`config.mk`:
```
export PLATFORM = sky130hd
export DESIGN_NAME = timer0_peripheral
export DESIGN_NICKNAME = d
export VERILOG_FILES = /design/src/rtl/timer0_peripheral.sv
export SDC_FILE = /design/constraint.sdc
export NUM_CORES = 1
export LEC_CHECK = 0
export CORE_MARGIN = 2
export CORE_UTILIZATION = 25
export CTS_CLUSTER_DIAMETER = 40
export DETAILED_ROUTE_END_ITERATION = 8
export PLACE_DENSITY = 0.43
export SYNTH_ARGS = -nofsm -noshare
export SYNTH_HDL_FRONTEND = slang
export SYNTH_SLANG_ARGS = --single-unit
```
`constraint.sdc`:
```
create_clock -name clk -period 4.4 [get_ports clk]
set_input_delay 0.88 -clock clk [delete_from_list [all_inputs] [get_ports clk]]
set_output_delay 0.88 -clock clk [all_outputs]
set_load 0.01 [all_outputs]
```
`src/rtl/timer0_peripheral.sv`:
```
// TMR0 timer/counter with OPTION_REG, shared 8-bit prescaler, pin synchroniser
// and the two-instruction-cycle write inhibit.
module timer0_peripheral (
    input  logic       clk,
    input  logic       rst,
    input  logic       cycle_en,
    input  logic [8:0] extern_peripherals_addr,
    input  logic [7:0] extern_peripherals_data_in,
    input  logic       extern_peripherals_wr_en,
    output logic [7:0] extern_peripherals_data_out,
    output logic       extern_peripherals_hit,
    input  logic       t0cki,
    output logic       t0if_set,
    output logic [7:0] tmr0_value
);

    logic [7:0] tmr0;
    logic [7:0] option;
    logic [7:0] prescaler;
    logic [1:0] inhibit;
    logic       sync_p0, sync_p1, sync_p2;

    logic tmr0_hit, option_hit, tmr0_wr, option_wr;
    logic t0cs, t0se, psa;
    logic [2:0] ps;
    logic pin_rise, pin_fall;
    logic src_evt, pre_wrap, inc_evt, inc_ok;

    // Wrap point 2^(PS+1)-1 is a right-aligned mask of PS+1 ones.
    function automatic logic [7:0] prescale_limit(input logic [2:0] sel);
        prescale_limit = 8'hFF >> (3'd7 - sel);
    endfunction

    // Bank bit 7 separates TMR0 (banks 0/2) from OPTION_REG (banks 1/3).
    assign tmr0_hit   = (extern_peripherals_addr[6:0] == 7'h01) && !extern_peripherals_addr[7];
    assign option_hit = (extern_peripherals_addr[6:0] == 7'h01) &&  extern_peripherals_addr[7];
    assign extern_peripherals_hit = tmr0_hit | option_hit;
    assign tmr0_wr   = extern_peripherals_wr_en & tmr0_hit;
    assign option_wr = extern_peripherals_wr_en & option_hit;

    always_comb begin
        extern_peripherals_data_out = 8'h00;
        if (tmr0_hit)
            extern_peripherals_data_out = tmr0;
        else if (option_hit)
            extern_peripherals_data_out = option;
    end

    assign t0cs = option[5];
    assign t0se = option[4];
    assign psa  = option[3];
    assign ps   = option[2:0];

    // sync_p0/p1 resynchronise the pin, sync_p2 holds the previous level for edge detect
    always_ff @(posedge clk or negedge rst) begin
        if (!rst) begin
            sync_p0 <= 1'b0;
            sync_p1 <= 1'b0;
            sync_p2 <= 1'b0;
        end else begin
            sync_p0 <= t0cki;
            sync_p1 <= sync_p0;
            sync_p2 <= sync_p1;
        end
    end

    assign pin_rise = sync_p1 & ~sync_p2;
    assign pin_fall = ~sync_p1 & sync_p2;

    always_comb begin
        src_evt = cycle_en;
        if (t0cs)
            src_evt = t0se ? pin_fall : pin_rise;
    end

    assign pre_wrap = (prescaler == prescale_limit(ps));
    assign inc_evt  = src_evt & (psa | pre_wrap);
    assign inc_ok   = inc_evt & (inhibit == 2'd0);

    always_ff @(posedge clk or negedge rst) begin
        if (!rst)
            option <= 8'hFF;
        else if (option_wr)
            option <= extern_peripherals_data_in;
    end

    always_ff @(posedge clk or negedge rst) begin
        if (!rst)
            prescaler <= 8'h00;
        else if (tmr0_wr || option_wr || psa)
            prescaler <= 8'h00;
        else if (src_evt)
            prescaler <= pre_wrap ? 8'h00 : prescaler + 8'd1;
    end

    // Inhibit still counts instruction cycles, whatever the clock source.
    always_ff @(posedge clk or negedge rst) begin
        if (!rst)
            inhibit <= 2'd0;
        else if (tmr0_wr)
            inhibit <= 2'd2;
        else if (cycle_en && inhibit != 2'd0)
            inhibit <= inhibit - 2'd1;
    end

    always_ff @(posedge clk or negedge rst) begin
        if (!rst) begin
            tmr0     <= 8'h00;
            t0if_set <= 1'b0;
        end else begin
            t0if_set <= inc_ok & ~tmr0_wr & (tmr0 == 8'hFF);
            if (tmr0_wr)
                tmr0 <= extern_peripherals_data_in;
            else if (inc_ok)
                tmr0 <= tmr0 + 8'd1;
        end
    end

    assign tmr0_value = tmr0;

endmodule

```
# Yosys cells after proc, flatten, opt, wreduce, memory -nomap -nowiden
# Cells that the tools add are included.
op_classes:
  reduce_logical: 11
  add_sub_neg: 4
  bitwise: 13
  muxes: 11
  n_eq_ne: 3
  shifts: 1
op_table:
  columns: ["cell", "n"]
  rows:
  - ["8-bit two-way mux", 7]
  - ["8-bit by 1-bit adder with 8-bit output (second input constant)", 2]
  - ["1-bit AND", 8]
  - ["8-bit == test", 1]
  - ["8-bit == test (second input constant)", 1]
  - ["2-bit nonzero test", 4]
  - ["8-bit by 3-bit >> shifter with 8-bit output (first input constant)", 1]
  - ["7-bit by 1-bit == test with 1-bit output (second input constant)", 1]
  - ["2-bit two-way mux", 2]
  - ["1-bit logical AND", 3]
  - ["1-bit inverter", 3]
  - ["3-bit subtractor (first input constant)", 1]
  - ["2-bit logical NOT", 1]
  - ["1-bit logical OR", 2]
  - ["1-bit two-way mux", 2]
  - ["1-bit OR", 2]
  - ["2-bit by 1-bit subtractor with 2-bit output (second input constant)", 1]
  - ["1-bit logical NOT", 1]
word_totals:
  reg_bits: 30
  wordCells: 51
  inputBits: 22
  out_inout_bits: 18

# Logic depth before layout (Yosys ltp)
# Gate-level depths: netlist (run 1).
depth:
  ltp_word: 8
  mapped_depth: 8
  mapped_depth_nobuf: 6

# Least setup slack after synthesis (run 1)
# Ideal clock, no wire load.
synth_timing:
  path_type: "input port to output port"
  from: "input port extern_peripherals_addr[2]"
  to: "output port extern_peripherals_data_out[0]"
  arrival_ns: 1.651
  path_stages: 3
  path_slack_ns: 1.869
  t_required_ns: 3.520
  path_cell_list: "nor4_1 > nand2_1 > nor2_1"
synth_between:
  elab_chain_len: 4
synth_lines:
  columns: ["item", "line", "text"]
  rows:
  - ["start: declaration", "7", "input logic [8:0] extern_peripherals_addr,"]
  - ["7-bit by 1-bit == test with 1-bit output (*)", "35, 36", null]
  - ["1-bit logical AND", "36", "assign option_hit = (extern_peripherals_addr[6:0] == 7'h01) && extern_peripherals_addr[7];"]
  - ["8-bit two-way mux", "45", "else if (option_hit)"]
  - ["8-bit two-way mux (*)", "43", "if (tmr0_hit)"]
  - ["end: declaration", "10", "output logic [7:0] extern_peripherals_data_out,"]
# Mark *: on every way between the ends. The rest lies on a longest branch, timed or not.

# Worst setup path after layout (run 1)
# Ends and elaborated chain as after synthesis.

==> results of run 1 <==
per-layer routing:
layer	vias to the layer above	share of wire	GRT usage
met3	6	0.040	0.0324
met5	-	0	0
met2	32	0.45	0.195
met4	0	0.016	0.0497
met1	680	0.49	0.175
li1	715	-	-
final timing paths:
check,from,to,cells after the start
max in group asynchronous,rst,option[5],2
worst min register to register,sync_p0,sync_p1,0
worst max-delay path,extern_peripherals_addr[2],extern_peripherals_data_out[0],5
min in group asynchronous,rst,tmr0_value[3],2
worst min-delay path,sync_p0,sync_p1,0
worst max register to register,option[4],tmr0_value[3],5
per-stage QoR:
step	total power, mW	hold slack, ns
2_1_floorplan	0.576	0.331
3_3_place_gp	0.691	0.334
3_5_place_dp	0.692	0.340
4_1_cts	0.930	0.355
5_1_grt	0.997	0.357
6_report	0.913	0.351
area by class of cell:
class,count,area [µm²],area share
flip-flops and latches,30,761,0.336
multi-input cells,130,880,0.388
well taps,80,100,0.0442
clock buffers,7,86.3,0.0381
repair buffers,40,395,0.175
inverters,10,37.5,0.0166
clock inverters,1,5.00,0.00221
logic make-up after synthesis:
| logic type | count (synthesis) | synth area share |
|---|---|---|
| AO/OA/AOI/OAI | 31 | 0.127 |
| adder cells (fa/ha/maj) | 3 | 0.0221 |
| XOR/XNOR | 11 | 0.0566 |
| flip-flops | 30 | 0.447 |
| AND/OR/NAND/NOR | 68 | 0.205 |
| multiplexers | 17 | 0.106 |
| buffers and inverters | 16 | 0.0360 |
cells in the final DEF (no fill, tap or decap), drive strengths merged, types with 6 or more instances in the layout:
cell           synthesis  layout
a31oi                 10      10
clkbuf                 5       7
clkdlybuf4s50          0      38
dfrtp                 22      22
dfstp                  8       8
inv                   10      10
mux2                   8       8
mux2i                  9       9
nand2                  9       9
nand3                  7       7
nor2                  25      25
o31ai                  6       6
or4                    6       6
xor2                   6       6
flip-flops by register name (all words and copies together) (netlist names):
register / flops
option: 8
prescaler: 8
tmr0_value: 8
inhibit: 2
sync_p0: 1
sync_p1: 1
sync_p2: 1
t0if_set: 1
power by group:
part | leakage, nW | total [mW] | internal [mW] | switching, mW
clock | 0.0482 | 0.230 | 0.126 | 0.104
combinational | 0.505 | 0.289 | 0.143 | 0.145
sequential | 0.365 | 0.395 | 0.329 | 0.0657
critical path, stage by stage:
cell and delay, ns:
clkdlybuf4s50_1 0.40, nor4_1 0.37, nand2_1 0.32, nor2_1 0.19, clkdlybuf4s50_1 0.55
==> flow_summary.yaml, run 1 <==
run_status:
  status: "completed"
finish:
  antennaDiodeCount: 0
  fin_cells: 298
  syn2layout_area_growth_pct: 33.1
  fillers: 705
  drive_gt1_frac: 0.133
  final_net_count: 242
  fin_area_um2: 2260
  final_util: 0.339
setup_path:
  cp.required_ns: 3.52
  regToRegSetupSlack_ns: 1.94
  critPathLaunchType: "input pin"
  crit_fanout: 9
  cp_data_arrival_time_ns: 2.71
  crit_type: "input pin to primary output"
  crit_path_end_kind: "primary output"
routing:
  drc: 0
  first_pass_iters: 4
  detail_route.wl_per_cell_um: 14.5
  drtIter0Drc: 79
  viasPerCell: 4.81
  ant_nets: 0
  vias: 1433
  postRouteWirelength_um: 4330
global_routing:
  overflow: 0
  grt_pass1_wl_um: 7410
  grt_pass1_vias: 1457
  antenna_found_initial: 0
  grt_max_degree: 31
  grtUsageTotal: 0.128
worst_hold_path:
  min_path_type: "register to register"
sta:
  post-route-period-util: 0.816
  max_freq_mhz: 279
  clock_skew_ns: 0.00583
  post-route-min-period_ns: 3.59
  rsz0062_at_grt: "no"
  worst_slew_pin_slew_ns: 0.761
  timing.final.ws_setup_ns: 0.809
  drv_slew: 0
  setup_tns_ns: 0
  slew_headroom: 0.491
  setup_viol_count_final: 0
  finalHoldViolations: 0
synth:
  synth_seq_cells: 30
  ys_types: 39
  ys_seq_area_frac: 0.447
  ys_top_cells_by_area: "dfrtp_1 (32%), dfstp_2 (12%), nor2_1 (5.5%), mux2i_1 (5.3%), mux2_2 (4.6%)"
  synth_common_cells: "nor2_1 (25), dfrtp_1 (22), a31oi_1 (10), mux2i_1 (9), nand2_1 (9)"
  synth_area_per_cell_um2: 9.67
  yosysWarnings: 0
  synth_top_area_share: 0.324
  yosysMostFrequentCell: "nor2_1"
  async_flop_share: 1.00
  synth_nets: 201
  synth_top_area_cell: "dfrtp_1"
  synth-edff-count: 0
  synth-main-ff-cell: "dfrtp_1"
  syn_inst: 176
  syn_area_um2: 1700
clocking:
  cts_tree: "yes"
  htreeDepth: 2
  clk_path_buf_depth: 2
  ctsHoldBuffers: 0
  path_clk_slew_ns: 0.06
  numCtsBuffers: 5
  clock_latency_ns: 0.28
  cts_resized: 0
  clockRootBuffer: "clkbuf_8"
  post_cts_buffers: 0
  cts.sinks: 30
placement:
  placed_area_um2: 2170
  place_ws_ns: 0.768
  dp_hpwl_um: 3150
  port_buffers: 38
  gp_congestion: 0.792
  dp.cells: 290
pwr:
  vdd_ir_drop_max_v: 0.000119
  p_per_area_nw_per_um2: 403
  leakagePower_nw: 0.919
floorplanning:
  rows: 30
  core_um2: 6680
  die_w_um: 86.5
  die_area_um2: 7480
  die_h_um: 86.5
  initial_core_util: 0.255
  io_pins: 40
flow_run:
  max_cap_violations: 0
Power figures use the tool's default switching activity.
==> run 2, diff against run 1 <==
--- a/config.mk
+++ b/config.mk
@@ -9,7 +9,7 @@
 export CORE_UTILIZATION = 25
 export CTS_CLUSTER_DIAMETER = 40
 export DETAILED_ROUTE_END_ITERATION = 8
-export PLACE_DENSITY = 0.43
+export PLACE_DENSITY = 0.44
 export SYNTH_ARGS = -nofsm -noshare
 export SYNTH_HDL_FRONTEND = slang
 export SYNTH_SLANG_ARGS = --single-unit
==> constraint.sdc (replaced) <==
create_clock -name clk -period 3.27 [get_ports clk]
set_input_delay 0.654 -clock clk [delete_from_list [all_inputs] [get_ports clk]]
set_output_delay 0.654 -clock clk [all_outputs]
set_load 0.01 [all_outputs]
==> flow_summary.yaml, run 2 (same netlist as run 1, synthesis figures left out) <==
setup_path:
  cp_data_arrival_time_ns: 2.42
  cp_cell_sequence: "clkdlybuf4s50_1 -> nor4_1 -> nand2_1 -> buf_4 -> nor2_1 -> clkdlybuf4s50_1"
  crit_type: "input pin to primary output"
  crit_fanout: 9
  r2r-start: "option[2]"
  crit_path_frequent_cell: "clkdlybuf4s50_1"
  r2r-end: "tmr0_value[5]"
  critPathLaunchType: "input pin"
  worstRegToRegCells: 7
  crit_path_top_delay_cell: "clkdlybuf4s50_1"
  slowest_delay_ns: 0.55
  crit_path_end_kind: "primary output"
  cp.required_ns: 2.62
  regToRegSetupSlack_ns: 0.93
finish:
  drive_gt1_frac: 0.143
  fillers: 721
  final_cell_mix: "clkdlybuf4s50_1 (38), nor2_1 (25), dfrtp_1 (22)"
  final_net_count: 247
  final_common_cell: "clkdlybuf4s50_1"
  syn2layout_area_growth_pct: 34.6
  antennaDiodeCount: 0
  seq_area_um2: 761
  multi_input_area_um2: 880
routing:
  dr_wl_met2_um: 1970
  wl_met3_um: 243
  maxUsedRoutingLayer: "met4"
  wl_met1_um: 2070
  first_pass_iters: 4
  drc: 0
  detail_route.wl_per_cell_um: 14.5
  drtIter0Drc: 74
  viasPerCell: 4.88
  ant_nets: 0
  postRouteWirelength_um: 4390
  vias: 1478
sta:
  clock_skew_ns: 0.00462
  post-route-period-util: 0.941
  setup_tns_ns: 0
  worst_slew_pin_slew_ns: 0.574
  whs_ns: 0.353
  timing.final.ws_setup_ns: 0.194
  max_freq_mhz: 325
  drv_slew: 0
  slew_headroom: 0.615
  rsz0062_at_grt: "no"
  post-route-min-period_ns: 3.08
  setup_viol_count_final: 0
  finalHoldViolations: 0
pwr:
  clock_power_share: 0.238
  p_per_area_nw_per_um2: 531
  sw_frac_of_total: 0.349
  p_int_mw: 0.793
  pwr-share-comb: 0.325
  vdd_ir_drop_max_v: 0.000162
  p_switching_mw: 0.425
  leakagePower_nw: 0.932
  power_frac_seq: 0.436
floorplanning:
  core_um2: 6680
  die_h_um: 86.5
  io_pins: 40
  die_area_um2: 7480
  die_w_um: 86.5
  initial_core_util: 0.255
  rows: 30
global_routing:
  grt_pass1_vias: 1505
  antenna_found_initial: 0
  grt_max_degree: 31
  overflow: 0
  grtUsageTotal: 0.124
  grt_pass1_wl_um: 7220
placement:
  port_buffers: 38
  gp_congestion: 0.762
  dp_hpwl_um: 3160
  place_ws_ns: 0.185
worst_hold_path:
  min-delay-start: "sync_p0"
  min_path_type: "register to register"
  holdPathEnd: "sync_p1"
  hold_depth: 0
clocking:
  cts.sinks: 30
  htreeDepth: 2
  ctsHoldBuffers: 0
  numCtsBuffers: 5
  path_clk_slew_ns: 0.06
  cts_tree: "yes"
  clk_path_buf_depth: 2
  cts_resized: 0
  post_cts_buffers: 0
  clockRootBuffer: "clkbuf_8"
  clock_latency_ns: 0.28
run_status:
  status: "completed"
flow_run:
  max_cap_violations: 0
[run 2: cell types whose count changed in the layout (fill, tap and decap cells not counted)]
cell | previous run | this run
clkinv_2 | 1 | 0
clkbuf_8 | 6 | 5
clkbuf_1 | 1 | 3
buf_4 | 2 | 7
[run 2: worst max-delay path, delay by kind of cell]
kind,cells,cell delay [ns]
buffers and inverters,3,1.14
AND/OR/NAND/NOR,3,0.63
[run 2: power groups by stage]
stage	combinational (mW)	sequential, mW	clock, mW
after global placement	0.396	0.537	0
after CTS	0.402	0.532	0.302
final	0.396	0.531	0.290
after floorplan	0.254	0.521	0
after detailed placement	0.398	0.538	0
after global routing	0.452	0.546	0.317
[run 2: layout make-up]
cell class / instances / share of cell area
multi-input cells: 130 / 0.384
flip-flops and latches: 30 / 0.332
repair buffers: 45 / 0.189
well taps: 80 / 0.0437
clock buffers: 8 / 0.0350
inverters: 10 / 0.0164
[run 2: worst max path at each step]
stage	start	end	slack, ns	cells past startpoint
2_1_floorplan	option[2]	tmr0_value[3]	1.0	7
3_3_place_gp	extern_peripherals_addr[2]	extern_peripherals_data_out[0]	0.21	6
3_5_place_dp	extern_peripherals_addr[2]	extern_peripherals_data_out[0]	0.19	6
4_1_cts	extern_peripherals_addr[2]	extern_peripherals_data_out[0]	0.18	6
5_1_grt	extern_peripherals_addr[2]	extern_peripherals_data_out[0]	0.09	6
6_report	extern_peripherals_addr[2]	extern_peripherals_data_out[0]	0.19	6
[run 2: stage by stage]
| step | instance area [µm²] | instances | total power [mW] | utilization |
|---|---|---|---|---|
| detailed placement | 2210 | 295 | 0.937 | 0.331 |
| floorplan | 1700 | 176 | 0.775 | - |
| global route | 2290 | 303 | 1.31 | 0.343 |
| global placement | 2210 | 295 | 0.933 | 0.331 |
| finish | 2290 | 303 | 1.22 | 0.343 |
| CTS | 2290 | 303 | 1.24 | 0.343 |
[run 2: routing by layer]
metal | vias up | track usage
met5 | - | 0
met1 | 698 | 0.156
met4 | 0 | 0.0540
met3 | 11 | 0.0314
met2 | 39 | 0.201
li1 | 730 | -
